### src/rtl/wb_timer_slave.sv
// Wishbone B4 pipelined responder exposing a prescaled 16-bit timer with compare match.
// Optional interrupt output and CTRL.IRQ_EN storage enabled by defining WB_TIMER_IRQ_EN.
module wb_timer_slave #(
  parameter int PRESCALE    = 16,
  parameter int WAIT_STATES = 0
) (
  input  logic        clk,
  input  logic        rst_n,
  input  logic        cyc_i,
  input  logic        stb_i,
  input  logic        we_i,
  input  logic [1:0]  adr_i,
  input  logic [15:0] dat_i,
  output logic [15:0] dat_o,
  output logic        ack_o,
  output logic        stall_o,
  output logic        irq_o
);

  localparam int             PW   = (PRESCALE > 1) ? $clog2(PRESCALE) : 1;
  localparam logic [PW-1:0]  PTOP = PW'(PRESCALE - 1);
  localparam logic [3:0]     WTOP = 4'((WAIT_STATES > 0) ? WAIT_STATES - 1 : 0);

  typedef enum logic {S_IDLE, S_WAIT} state_t;

  state_t         state, state_nxt;
  logic [3:0]     wcnt, wcnt_nxt;
  logic           valid, accept;
  logic           en, ar, ctrl_ie, match;
  logic [15:0]    count, compare, rdata;
  logic [PW-1:0]  presc;
  logic           wr, wr_ctrl, wr_count, wr_cmp, wr_status;
  logic           tick, fire, hit;

  assign valid = cyc_i & stb_i;

  always_ff @(posedge clk or negedge rst_n) begin
    if (!rst_n) begin
      state <= S_IDLE;
      wcnt  <= '0;
    end else begin
      state <= state_nxt;
      wcnt  <= wcnt_nxt;
    end
  end

  // A dropped strobe in WAIT abandons the access; the next one pays full wait states.
  always_comb begin
    state_nxt = state;
    wcnt_nxt  = wcnt;
    stall_o   = 1'b0;
    accept    = 1'b0;
    if (WAIT_STATES == 0) begin
      accept = valid;
    end else begin
      case (state)
        S_IDLE: if (valid) begin
          stall_o   = 1'b1;
          state_nxt = S_WAIT;
          wcnt_nxt  = WTOP;
        end
        S_WAIT: begin
          if (!valid) begin
            state_nxt = S_IDLE;
          end else if (wcnt != 4'd0) begin
            stall_o  = 1'b1;
            wcnt_nxt = wcnt - 4'd1;
          end else begin
            accept    = 1'b1;
            state_nxt = S_IDLE;
          end
        end
        default: state_nxt = S_IDLE;
      endcase
    end
  end

  assign wr        = accept & we_i;
  assign wr_ctrl   = wr & (adr_i == 2'd0);
  assign wr_count  = wr & (adr_i == 2'd1);
  assign wr_cmp    = wr & (adr_i == 2'd2);
  assign wr_status = wr & (adr_i == 2'd3);

  assign tick = en & (presc == PTOP);
  assign fire = tick & ~wr_count;  // a COUNT write swallows a coincident tick
  assign hit  = (count == compare);

  always_comb begin
    rdata = '0;
    case (adr_i)
      2'd0: rdata = {13'd0, ctrl_ie, ar, en};
      2'd1: rdata = count;
      2'd2: rdata = compare;
      2'd3: rdata = {15'd0, match};
      default: rdata = '0;
    endcase
  end

  always_ff @(posedge clk or negedge rst_n) begin
    if (!rst_n) begin
      ack_o   <= 1'b0;
      dat_o   <= '0;
      en      <= 1'b0;
      ar      <= 1'b0;
      count   <= '0;
      compare <= 16'hFFFF;
      match   <= 1'b0;
      presc   <= '0;
    end else begin
      ack_o <= accept;
      dat_o <= (accept && !we_i) ? rdata : '0;

      if (wr_count) begin
        count <= dat_i;
        presc <= '0;
      end else if (en) begin
        if (tick) begin
          presc <= '0;
          if (hit) begin
            if (ar) count <= '0;
          end else begin
            count <= count + 16'd1;
          end
        end else begin
          presc <= presc + 1'b1;
        end
      end

      if (wr_ctrl) begin
        en <= dat_i[0];
        ar <= dat_i[1];
      end else if (fire && hit && !ar) begin
        en <= 1'b0;
      end

      if (wr_cmp) compare <= dat_i;

      if (fire && hit)                match <= 1'b1;
      else if (wr_status && dat_i[0]) match <= 1'b0;
    end
  end

`ifdef WB_TIMER_IRQ_EN
  logic ie, irq_q;
  always_ff @(posedge clk or negedge rst_n) begin
    if (!rst_n) begin
      ie    <= 1'b0;
      irq_q <= 1'b0;
    end else begin
      if (wr_ctrl) ie <= dat_i[2];
      irq_q <= match & ie;
    end
  end
  assign ctrl_ie = ie;
  assign irq_o   = irq_q;
`else
  assign ctrl_ie = 1'b0;
  assign irq_o   = 1'b0;
`endif

endmodule

### config.mk
export PLATFORM = sky130hd
export DESIGN_NAME = wb_timer_slave
export DESIGN_NICKNAME = d
export VERILOG_FILES = /design/src/rtl/wb_timer_slave.sv
export SDC_FILE = /design/constraint.sdc
export NUM_CORES = 1
export LEC_CHECK = 0
export CAP_MARGIN = 20
export CORE_UTILIZATION = 45
export CTS_CLUSTER_SIZE = 28
export DETAILED_ROUTE_END_ITERATION = 10
export PLACE_DENSITY = 0.7
export SLEW_MARGIN = 0
export SYNTH_ARGS = -nofsm -noshare
export SYNTH_HDL_FRONTEND = slang
export SYNTH_SLANG_ARGS = --single-unit
### constraint.sdc
create_clock -name clk -period 2.1 [get_ports clk]
set_input_delay 0.63 -clock clk [delete_from_list [all_inputs] [get_ports clk]]
set_output_delay 0.63 -clock clk [all_outputs]
set_load 0.05 [all_outputs]
== After elaboration in Yosys (flattened, before gate mapping) ==
Index checks and enable logic that the tools add are counted.
Storage, ports and cells
  flip-flop bits (word level): 56
  word-level logic and storage cells: 51
Operators by class
  bitwise operators: 9
  multiplexer cells: 14
  equal/unequal tests: 6
  $add $sub $neg: 2
  reduce and logical (&&, ||, !) cells: 12
Operator list (count)
  $mux 16: 6
  $pmux 16 s4: 1
  $add 16x1->16 const B: 1
  $eq 16x16->1: 1
  $mux 4: 3
  $and 1x1->1: 8
  $reduce_bool 2->1: 4
  $add 4x1->4 const B: 1
  $eq 2x2->1 const B: 2
  $eq 4x4->1 const B: 1
  $logic_and 1x1->1: 4
  $mux 1: 4
  $ne 3x3->1 const B: 1
  $reduce_and 3->1: 1
  $eq 2x1->1 const B: 1
  $logic_not 1->1: 2
  $logic_not 2->1: 1
  $not 1->1: 1

== Depth between registers and ports, before layout ==
Gate-level depths: netlist of run 1.
  depth in word-level cells: 9
  depth in mapped cells: 9

== Worst setup path after synthesis of run 1 ==
OpenSTA, ideal clock, no wires.
  kind: input to register
  from: input adr_i[1]
  to: register count[10]
  library setup time: 120 ps
  data arrival time: 1856 ps
  slack: 124 ps
  path buffers: 4
  cell stages on the path: 9
  path through: buf_2 nor2b_1 buf_2 and3_1 buf_2 buf_2 a21oi_1 o31ai_1 a31o_2
Between the ends
  cells in the longest elaborated chain, start to end: 4
  elaborated cells between the ends (all ways): 7
  those cells by class: 2 x eq/ne; 1 x mux; 1 x bitwise; 3 x reduce/logical
Ends and longest elaborated chain
  start: declaration: RTL line 12  | input logic [1:0] adr_i,
  $eq 2x1->1 (*): RTL line 80  | assign wr_count = wr & (adr_i == 2'd1);
  $and 1x1->1 (*): RTL line 80
  $ne 3x3->1 (no line) or $reduce_bool 2->1 (tied branches)
  $reduce_and 3->1 (no line)
  end signal: assignment: RTL line 114  | count <= dat_i;
  end signal: assignment: RTL line 122  | count <= count + 16'd1;
  end: declaration: RTL line 30  | logic [15:0] count, compare, rdata;
Mark *: on every way between the ends. The rest lies on a longest branch, timed or not.
A chain may end at the register's enable or synchronous reset.

== Worst setup path after layout of run 1 ==
  from: register compare[8]
  to: register count[7]
Between the ends
  cells in the longest elaborated chain, start to end: 5
  elaborated cells between the ends (all ways): 7
  those cells by class: 2 x eq/ne; 4 x mux; 1 x reduce/logical
Ends and longest elaborated chain
  start: declaration: RTL line 30
  start signal: assignment: RTL line 136  | if (wr_cmp) compare <= dat_i;
  $eq 16x16->1 (*): RTL line 86  | assign hit = (count == compare);
  $mux 16: RTL line 119  | if (hit) begin
  $mux 16: RTL line 117  | if (tick) begin
  $mux 16: RTL line 116  | end else if (en) begin
  $mux 16: RTL line 113  | if (wr_count) begin
Mark *: on every way between the ends. The rest lies on a longest branch, timed or not. The select of a mux whose other input is x is not followed.

==> results of run 1 <==
-- metrics by stage --
step	util [%]	hold slack (ns)	area [sq um]	TNS, ns
2_1_floorplan	-	0.334	3000	0
6_report	60.3	0.293	3850	-0.0177
5_1_grt	60.3	0.301	3850	-0.449
3_5_place_dp	57.0	0.496	3640	-10.18
3_3_place_gp	57.0	0.498	3640	-8.45
4_1_cts	58.5	0.304	3740	0
-- path summary, 6_finish.rpt --
path,slack (ns),to,cells past startpoint,from
max,-0.02,count[7]$_DFFE_PN0P_,7,compare[8]$_DFFE_PN1P_
min in group clk,0.52,match$_DFFE_PN0P_,2,match$_DFFE_PN0P_
min,0.29,en$_DFFE_PN0P_,2,rst_n
min reg2reg,0.52,match$_DFFE_PN0P_,2,match$_DFFE_PN0P_
max reg2reg,-0.02,count[7]$_DFFE_PN0P_,7,compare[8]$_DFFE_PN1P_
max in group asynchronous,1.49,compare[14]$_DFFE_PN1P_,2,rst_n
-- repair_timing --
item,CTS,global route
hold buffers,0,0
gates resized for setup,2,29
gates cloned,0,0
endpoints found under the setup margin,9,42
buffers inserted,0,3
pin swaps,0,7
-- per-layer routing --
layer / vias to the layer above / GRT usage (%) / wire (um)
met1: 1203 / 29.9 / 3220
met5: - / 0 / 0
li1: 1183 / - / -
met2: 78 / 33.4 / 3450
met3: 10 / 2.97 / 433
met4: 0 / 7.09 / 102
-- kinds of logic (layout without fill, tap and decap cells) --
logic type	after synthesis	after routing	share of synthesized area (%)
AOI/OAI and AO/OA	61	61	14.9
xor gates and xnor gates	17	17	4.97
buffers and inverters	26	90	5.18
and+or+nand+nor	111	111	18.8
DFF	56	56	47.5
other	1	2	0.125
adders and majority gates	2	2	0.835
muxes	20	20	7.77
-- cell usage in the layout, fill, tap and decap left out, types with 2 or more instances in the layout --
cell / count
nor2_1: 27
a21oi_1: 9
o31ai_2: 2
a311o_1: 2
buf_12: 2
mux2_2: 16
mux2i_1: 3
xor2_1: 16
buf_4: 40
dfstp_2: 16
and2_1: 3
o21ai_0: 5
ha_1: 2
nor2b_1: 2
nor2_4: 2
nand2b_1: 3
clkdlybuf4s50_1: 22
and3_1: 10
nor3_1: 4
nand3_1: 7
nand4_1: 8
o22ai_1: 2
buf_6: 2
o31ai_1: 5
o21ai_1: 3
a211o_1: 2
and4_1: 2
clkbuf_8: 5
a31o_2: 8
a22oi_1: 14
dlymetal6s2s_1: 12
conb_1: 2
inv_1: 3
nand2_1: 29
dfrtp_1: 40
nor4_2: 4
-- power by group through the flow --
stage	sequential (uW)	combinational, uW	clock (uW)
after CTS	1490	894	622
after global placement	1500	861	0
final	1500	927	605
after detailed placement	1510	882	0
after global routing	1520	1030	667
after floorplan	1500	572	0
-- state kept, by name (all words and copies together) (netlist names) --
signal,count
count,16
ar,1
ack_o,1
dat_o,16
match,1
compare,16
presc,4
en,1
-- worst max-delay path, stage by stage, from the launching register on --
cell	delay (ns)
dfstp_2	0.57
xor2_1	0.09
nor4_2	0.33
nand4_1	0.25
buf_6	0.22
nor2_4	0.15
nor2_4	0.08
a311o_1	0.32
-- cell type report --
class | count | area share [%]
clock inverter | 3 | 0.585
inverter | 3 | 0.292
tap | 77 | 2.50
sequential | 56 | 36.9
timing repair buffer | 79 | 19.2
clock buffer | 5 | 1.79
multi-input combinational | 213 | 38.8
==> results.ini, run 1 <==
[status]
status = finished, violations left
violations = negative setup slack

[floorplan]
dieHeight_um = 83.6
die_area_sq_um = 6990
rows = 29
start_util_pct = 46.9
io_pins = 42
core_sq_um = 6390
die_w_um = 83.6

[place]
pre_cts_ws_ns = -0.393
gp_congestion = 0.891
placed_cells = 426
port_buffers = 39
hpwl_um = 5230

[sta]
period_share_pct = 101
setup_violations = 1
period_needed_ns = 2.12
max_slew_margin_pct = 60.9
max_freq_mhz = 472
grt_setup_unrepaired = yes
tightest_slew_ns = 0.584
slew_violations = 0
hold_viol_final = 0
fin_ws_ns = -0.0177
fin_skew_ns = 0.00847

[logic_synthesis]
syn_avg_cell_area_sq_um = 10.2
synth_area_leaders = dfrtp_1, dfstp_2, mux2_2, xor2_1, nand2_1
async_flop_share_pct = 100
synth_edf_count = 0
synth.distinct_cells = 51
yosysTopAreaCellShare_pct = 33.4
synth_top_cell_by_area = dfrtp_1
seq_area_frac_synth_pct = 47.5
synthCells = 294
yosysWarnings = 0
synth_ff_type = dfrtp_1
synth-seq-cells = 56
yosys-top-cells-count = dfrtp_1, nand2_1, nor2_1, xor2_1
synthesis.area_sq_um = 3000
yosysMostFrequentCell = dfrtp_1

[clock_network]
clockRootBuffer = clkbuf_8
cts_tree = done
worstSkewPairLatency_ns = 0.31
cts_buffer_depth = 2
numCtsBuffers = 5
path_clk_slew_ns = 0.10
cts.sinks = 56
htree_levels = 2

[finish]
regArea_sq_um = 1420
finalNetCount = 383
syn_to_final_growth_pct = 28.6
fillCellCount = 520
drive_above_1_share_pct = 31.2
diodes = 0
multiInputGateArea_sq_um = 1490
fin_cells = 436

[power]
power_frac_comb_pct = 30.6
p_switching_uw = 1040
ir_drop_mv = 0.438
clock_power_share_pct = 19.9
power_uw = 3030
pwr-share-seq_pct = 49.5
netSwitchingFraction_pct = 34.2
powerDensity_nw_per_um2 = 787
power.internal_uw = 2000
p_leak_uw = 0.00176

[global_route]
track_usage_pct = 21.1
grt_max_degree = 57
grt_remaining_overflow = 0
grt_pass1_vias = 2409
grt_pass1_wl_um = 11700
antenna_found_initial = 0

[critical_path]
required_ns = 2.30
cp-end-kind = register
cp-start-kind = register
timing_worst_setup_path_type = reg2reg
arrival_ns = 2.31
crit_path_max_fanout = 9

[drt]
first_pass_iters = 4
drt_iter0_drc = 209
routedWlPerCell_um = 16.5
postRouteAntennaNets = 0
postRouteWirelength_um = 7220
via_count = 2474
viasPerCell = 5.67
drc = 0

[worst_hold_path]
hp-class = in2async

[flow_run]
maxCapViolCount = 0

Note: power is estimated with default switching activity, not from simulation.
==> run 2: changes to the inputs <==
CTS_CLUSTER_DIAMETER = 30   (was default)
SKIP_LAST_GASP = 1   (was default)
==> run 2 against run 1 <==
The flow still finishes with violations (negative setup slack). Wire length up 0.72%. Combinational power is essentially flat. Clock skew about the same. Setup slack got worse by 0.036 ns. Global-route usage is the same. Hold slack better by 0.0022 ns. Via count up 1.4%. Clock power about the same. First-iteration DRC count up 0.96%. Largest cell class unchanged.
==> results.ini, run 2 (same netlist as run 1, synthesis figures left out) <==
[drt]
postRouteAntennaNets = 0  ; unchanged
viasPerCell = 5.75  ; +1.4%
postRouteWirelength_um = 7270  ; +0.72%
via_count = 2509  ; +1.4%
routedWlPerCell_um = 16.7  ; +0.72%
drt_iter0_drc = 211  ; +0.96%
first_pass_iters = 5  ; +1
drc = 0  ; unchanged

[sta]
grt_setup_unrepaired = yes
tightest_slew_ns = 0.608  ; +0.0246 ns
fin_ws_ns = -0.0535  ; -0.0358 ns
max_slew_margin_pct = 59.3  ; -1.6 points
period_needed_ns = 2.15  ; +0.0358 ns
setup_violations = 9  ; +8
slew_violations = 0  ; unchanged
hold_viol_final = 0  ; unchanged
setup_tns_ns = -0.206  ; -0.188 ns
fin_skew_ns = 0.00799  ; -0.000486 ns
hold_ws_ns = 0.295  ; +0.00222 ns
max_freq_mhz = 464  ; -1.7%
period_share_pct = 103  ; +1.7 points

[critical_path]
required_ns = 2.30  ; about the same
cp-start-kind = register
timing_worst_setup_path_type = reg2reg
cp-end-kind = register
arrival_ns = 2.36  ; +0.05 ns
crit_path_max_fanout = 3  ; -6

[place]
pre_cts_ws_ns = -0.393  ; unchanged
port_buffers = 39  ; unchanged
placed_cells = 426  ; unchanged
gp_congestion = 0.891  ; unchanged
hpwl_um = 5230  ; unchanged

[clock_network]
htree_levels = 2  ; unchanged
path_clk_slew_ns = 0.11  ; about the same
cts_tree = done
numCtsBuffers = 5  ; unchanged
hold_buffers = 0  ; unchanged
clockRootBuffer = clkbuf_8
worstSkewPairLatency_ns = 0.31  ; about the same
cts.sinks = 56  ; unchanged
cts_buffer_depth = 2  ; unchanged

[global_route]
antenna_found_initial = 0  ; unchanged
grt_pass1_wl_um = 11700  ; unchanged
grt_remaining_overflow = 0  ; unchanged
grt_max_degree = 57  ; unchanged
grt_pass1_vias = 2409  ; unchanged
track_usage_pct = 21.1  ; unchanged

[status]
status = finished, violations left
violations = negative setup slack

[floorplan]
dieHeight_um = 83.6  ; unchanged
io_pins = 42  ; unchanged
core_sq_um = 6390  ; unchanged
rows = 29  ; unchanged
start_util_pct = 46.9  ; unchanged
die_w_um = 83.6  ; unchanged
die_area_sq_um = 6990  ; unchanged

[finish]
layout_common_cells = dfrtp_1, buf_4, nand2_1, nor2_1, clkdlybuf4s50_1
syn_to_final_growth_pct = 28.4
top_regs = compare x16, count x16, dat_o x16
finalNetCount = 383  ; unchanged
fin_cells = 436  ; unchanged
diodes = 0  ; unchanged
drive_above_1_share_pct = 30.9  ; -0.28 points
fillCellCount = 519  ; -0.19%

[flow_run]
maxCapViolCount = 0  ; unchanged

[power]
powerDensity_nw_per_um2 = 790  ; +0.32%
ir_drop_mv = 0.440  ; +0.33%
power_uw = 3040  ; +0.19%
p_leak_uw = 0.00176  ; about the same

[worst_hold_path]
hp-class = in2async

==> run 2: layer usage <==
metal  vias up  global-route usage, %  part of all wire [%]
met5         -                      0                     0
met4         0                   7.09                   1.7
met3        12                   2.97                   5.8
met2       106                   33.4                    49
met1      1209                   29.9                    44
li1       1182                      -                     -
==> run 2: through the flow <==
step,area (sq um),utilization (%)
after floorplan,3000,-
after global placement,3640,57.0
after detailed placement,3640,57.0
after CTS,3740,58.5
after global routing,3850,60.2
final,3850,60.2
==> run 2: path summary, 6_finish.rpt <==
path	from	to	slack, ns	cells after the start
worst max-delay path	compare[1]$_DFFE_PN1P_	count[4]$_DFFE_PN0P_	-0.05	8
worst min-delay path	rst_n	en$_DFFE_PN0P_	0.29	2
worst max register to register	compare[1]$_DFFE_PN1P_	count[4]$_DFFE_PN0P_	-0.05	8
worst min register to register	match$_DFFE_PN0P_	match$_DFFE_PN0P_	0.52	2
max in group asynchronous	rst_n	compare[14]$_DFFE_PN1P_	1.51	2
min in group clk	match$_DFFE_PN0P_	match$_DFFE_PN0P_	0.52	2
==> run 2: layout make-up <==
cell class | instances | area [sq um] | area share, %
inverter | 3 | 11.3 | 0.293
multi-input combinational | 213 | 1490 | 38.7
timing repair buffer | 79 | 738 | 19.2
tap | 77 | 96.3 | 2.50
clock inverter | 3 | 22.5 | 0.585
sequential | 56 | 1420 | 36.9
clock buffer | 5 | 68.8 | 1.79
==> run 2: what timing repair did <==
item                                    in CTS  in global routing
gates resized for setup                      2                 28
endpoints found under the setup margin       9                 42
pin swaps                                    0                  7
buffers inserted                             0                  3
==> run 2: critical path, stage by stage, from the launching register on <==
cell and delay (ns):
dfstp_2 0.58, xor2_2 0.08, nor4_2 0.33, nand4_1 0.27, buf_4 0.22, nand3_1 0.11
buf_4 0.14, nor3b_1 0.04, a311o_1 0.27
==> run 2: report_power, final <==
part	total, uW	leakage (uW)	switching (uW)	internal, uW
clock	608	0.0000485	368	240
sequential	1500	0.000652	191	1310
combinational	927	0.00106	482	445
==> run 3: changes to the inputs <==
==> constraint.sdc (replaced) <==
create_clock -name clk -period 2.1 [get_ports clk]
set_input_delay 0.21 -clock clk [delete_from_list [all_inputs] [get_ports clk]]
set_output_delay 0.21 -clock clk [all_outputs]
set_load 0.05 [all_outputs]
==> run 3 against run 2 <==
The run still ends with negative setup slack left. Clock-buffer cell count is the same. Combinational power decreased by 3.2%. Non-clock buffer count shrank 7. Wire length down 1.0%. First-iteration DRC count shrank 18%. Highest routed layer unchanged.
==> results.ini, run 3 (same netlist as run 1, synthesis figures left out) <==
[critical_path]
crit_path_max_fanout = 4  ; +1
cp-start-kind = register
required_ns = 2.30  ; about the same
timing_worst_setup_path_type = reg2reg
arrival_ns = 2.34  ; -0.02 ns
cp-end-kind = register

[drt]
viasPerCell = 5.72  ; -0.56%
first_pass_iters = 4  ; -1
drc = 0  ; unchanged
via_count = 2455  ; -2.2%
drt_iter0_drc = 174  ; -18%
postRouteAntennaNets = 0  ; unchanged
postRouteWirelength_um = 7190  ; -1.0%
routedWlPerCell_um = 16.8  ; +0.58%

[clock_network]
clockRootBuffer = clkbuf_8
hold_buffers = 0  ; unchanged
numCtsBuffers = 5  ; unchanged
htree_levels = 2  ; unchanged
worstSkewPairLatency_ns = 0.31  ; about the same
cts_tree = done
path_clk_slew_ns = 0.10  ; about the same
cts_buffer_depth = 2  ; unchanged
cts.sinks = 56  ; unchanged

[floorplan]
start_util_pct = 46.9  ; unchanged
die_w_um = 83.6  ; unchanged
core_sq_um = 6390  ; unchanged
rows = 29  ; unchanged
io_pins = 42  ; unchanged
die_area_sq_um = 6990  ; unchanged
dieHeight_um = 83.6  ; unchanged

[power]
p_leak_uw = 0.00149  ; -15%
power_uw = 3010  ; -0.98%
powerDensity_nw_per_um2 = 803  ; +1.7%
ir_drop_mv = 0.428  ; -2.6%

[finish]
top_regs = compare x16, count x16, dat_o x16
syn_to_final_growth_pct = 25.1
layout_common_cells = dfrtp_1, clkdlybuf4s50_1, buf_4, nand2_1, nor2_1
drive_above_1_share_pct = 26.7  ; -4.2 points
finish.utilization_pct = 58.7  ; -1.6 points
fillCellCount = 552  ; +6.4%
finalNetCount = 376  ; -1.8%
diodes = 0  ; unchanged
final_common_cell = dfrtp_1

[status]
violations = negative setup slack
status = finished, violations left

[global_route]
grt_pass1_vias = 2432  ; +0.95%
grt_max_degree = 57  ; unchanged
track_usage_pct = 21.6  ; +0.48 points
grt_pass1_wl_um = 12000  ; +2.7%
grt_remaining_overflow = 0  ; unchanged
antenna_found_initial = 0  ; unchanged

[sta]
fin_ws_ns = -0.0419  ; +0.0116 ns
period_needed_ns = 2.14  ; -0.0116 ns
slew_violations = 0  ; unchanged
grt_setup_unrepaired = yes
hold_viol_final = 0  ; unchanged
fin_skew_ns = 0.00785  ; -0.000137 ns
period_share_pct = 102  ; -0.55 points
max_freq_mhz = 467  ; +0.54%
tightest_slew_ns = 0.952  ; +0.344 ns
setup_violations = 4  ; -5
max_slew_margin_pct = 36.4  ; -23 points

[place]
pre_cts_ws_ns = -0.0334  ; +0.360 ns
port_buffers = 39  ; unchanged
hpwl_um = 5160  ; -1.4%
gp_congestion = 0.857  ; -3.8%

[worst_hold_path]
hp-class = in2async

[flow_run]
maxCapViolCount = 0  ; unchanged

[run 3: cell types whose count changed in the layout (fill, tap and decap cells not counted), moves of 2 or more]
cell and change:
clkinvlp_4 +2, buf_4 -10, clkdlybuf4s50_1 +16, o31ai_2 -2, nor2b_1 +2, dlymetal6s2s_1 -12
[run 3: path summary, 6_finish.rpt]
kind | start | to | slack (ns) | depth (start not counted)
max in group asynchronous | rst_n | count[13]$_DFFE_PN0P_ | 1.62 | 2
worst max-delay path | compare[4]$_DFFE_PN1P_ | count[12]$_DFFE_PN0P_ | -0.04 | 8
worst min-delay path | rst_n | presc[2]$_DFFE_PN0P_ | 0.02 | 2
worst max register to register | compare[4]$_DFFE_PN1P_ | count[12]$_DFFE_PN0P_ | -0.04 | 8
worst min register to register | match$_DFFE_PN0P_ | match$_DFFE_PN0P_ | 0.54 | 2
min in group clk | dat_i[12] | count[12]$_DFFE_PN0P_ | 0.51 | 3
[run 3: critical path, cell delays in order, from the launching register on]
cell	delay, ns
dfstp_2	0.56
xor2_1	0.08
nor4_2	0.31
buf_4	0.16
nand4_1	0.16
buf_6	0.19
o31ai_4	0.33
a211o_1	0.16
o311ai_1	0.09
[run 3: final cells by class]
type	count	area, sq um	area share [%]
Tap cell	77	96.3	2.57
Sequential cell	56	1420	37.9
Inverter	3	11.3	0.301
Multi-Input combinational cell	213	1460	39.1
Clock inverter	3	23.8	0.634
Clock buffer	5	68.8	1.84
Timing Repair Buffer	72	662	17.7
[run 3: stage by stage]
stage                     setup TNS, ns  instance area, sq um  cells  hold WS (ns)
after floorplan                       0                  3000    295       -0.0856
after global placement          -0.0601                  3600    420         0.382
after detailed placement        -0.0693                  3600    420         0.387
after CTS                       -0.0226                  3720    429        0.0434
after global routing              -1.18                  3750    429        0.0777
final                           -0.0901                  3750    429        0.0189
[run 3: layer usage]
layer	global-route usage, %	share of wire (%)	vias up
li1	-	-	1165
met1	30.5	48	1211
met2	34.6	46	68
met3	2.47	3.7	11
met4	7.24	2.1	0
met5	0	0	-
[run 3: report_power, final]
part	internal [uW]	switching (uW)	total [uW]
clock network	237	367	604
registers	1310	197	1510
logic	432	465	897
total	1980	1030	3010
[run 3: what timing repair did]
item | 4_1_cts | 5_1_grt
pin swaps | 1 | 1
endpoints found under the setup margin | 14 | 17
setup buffers | 1 | 0
resized for setup | 4 | 5
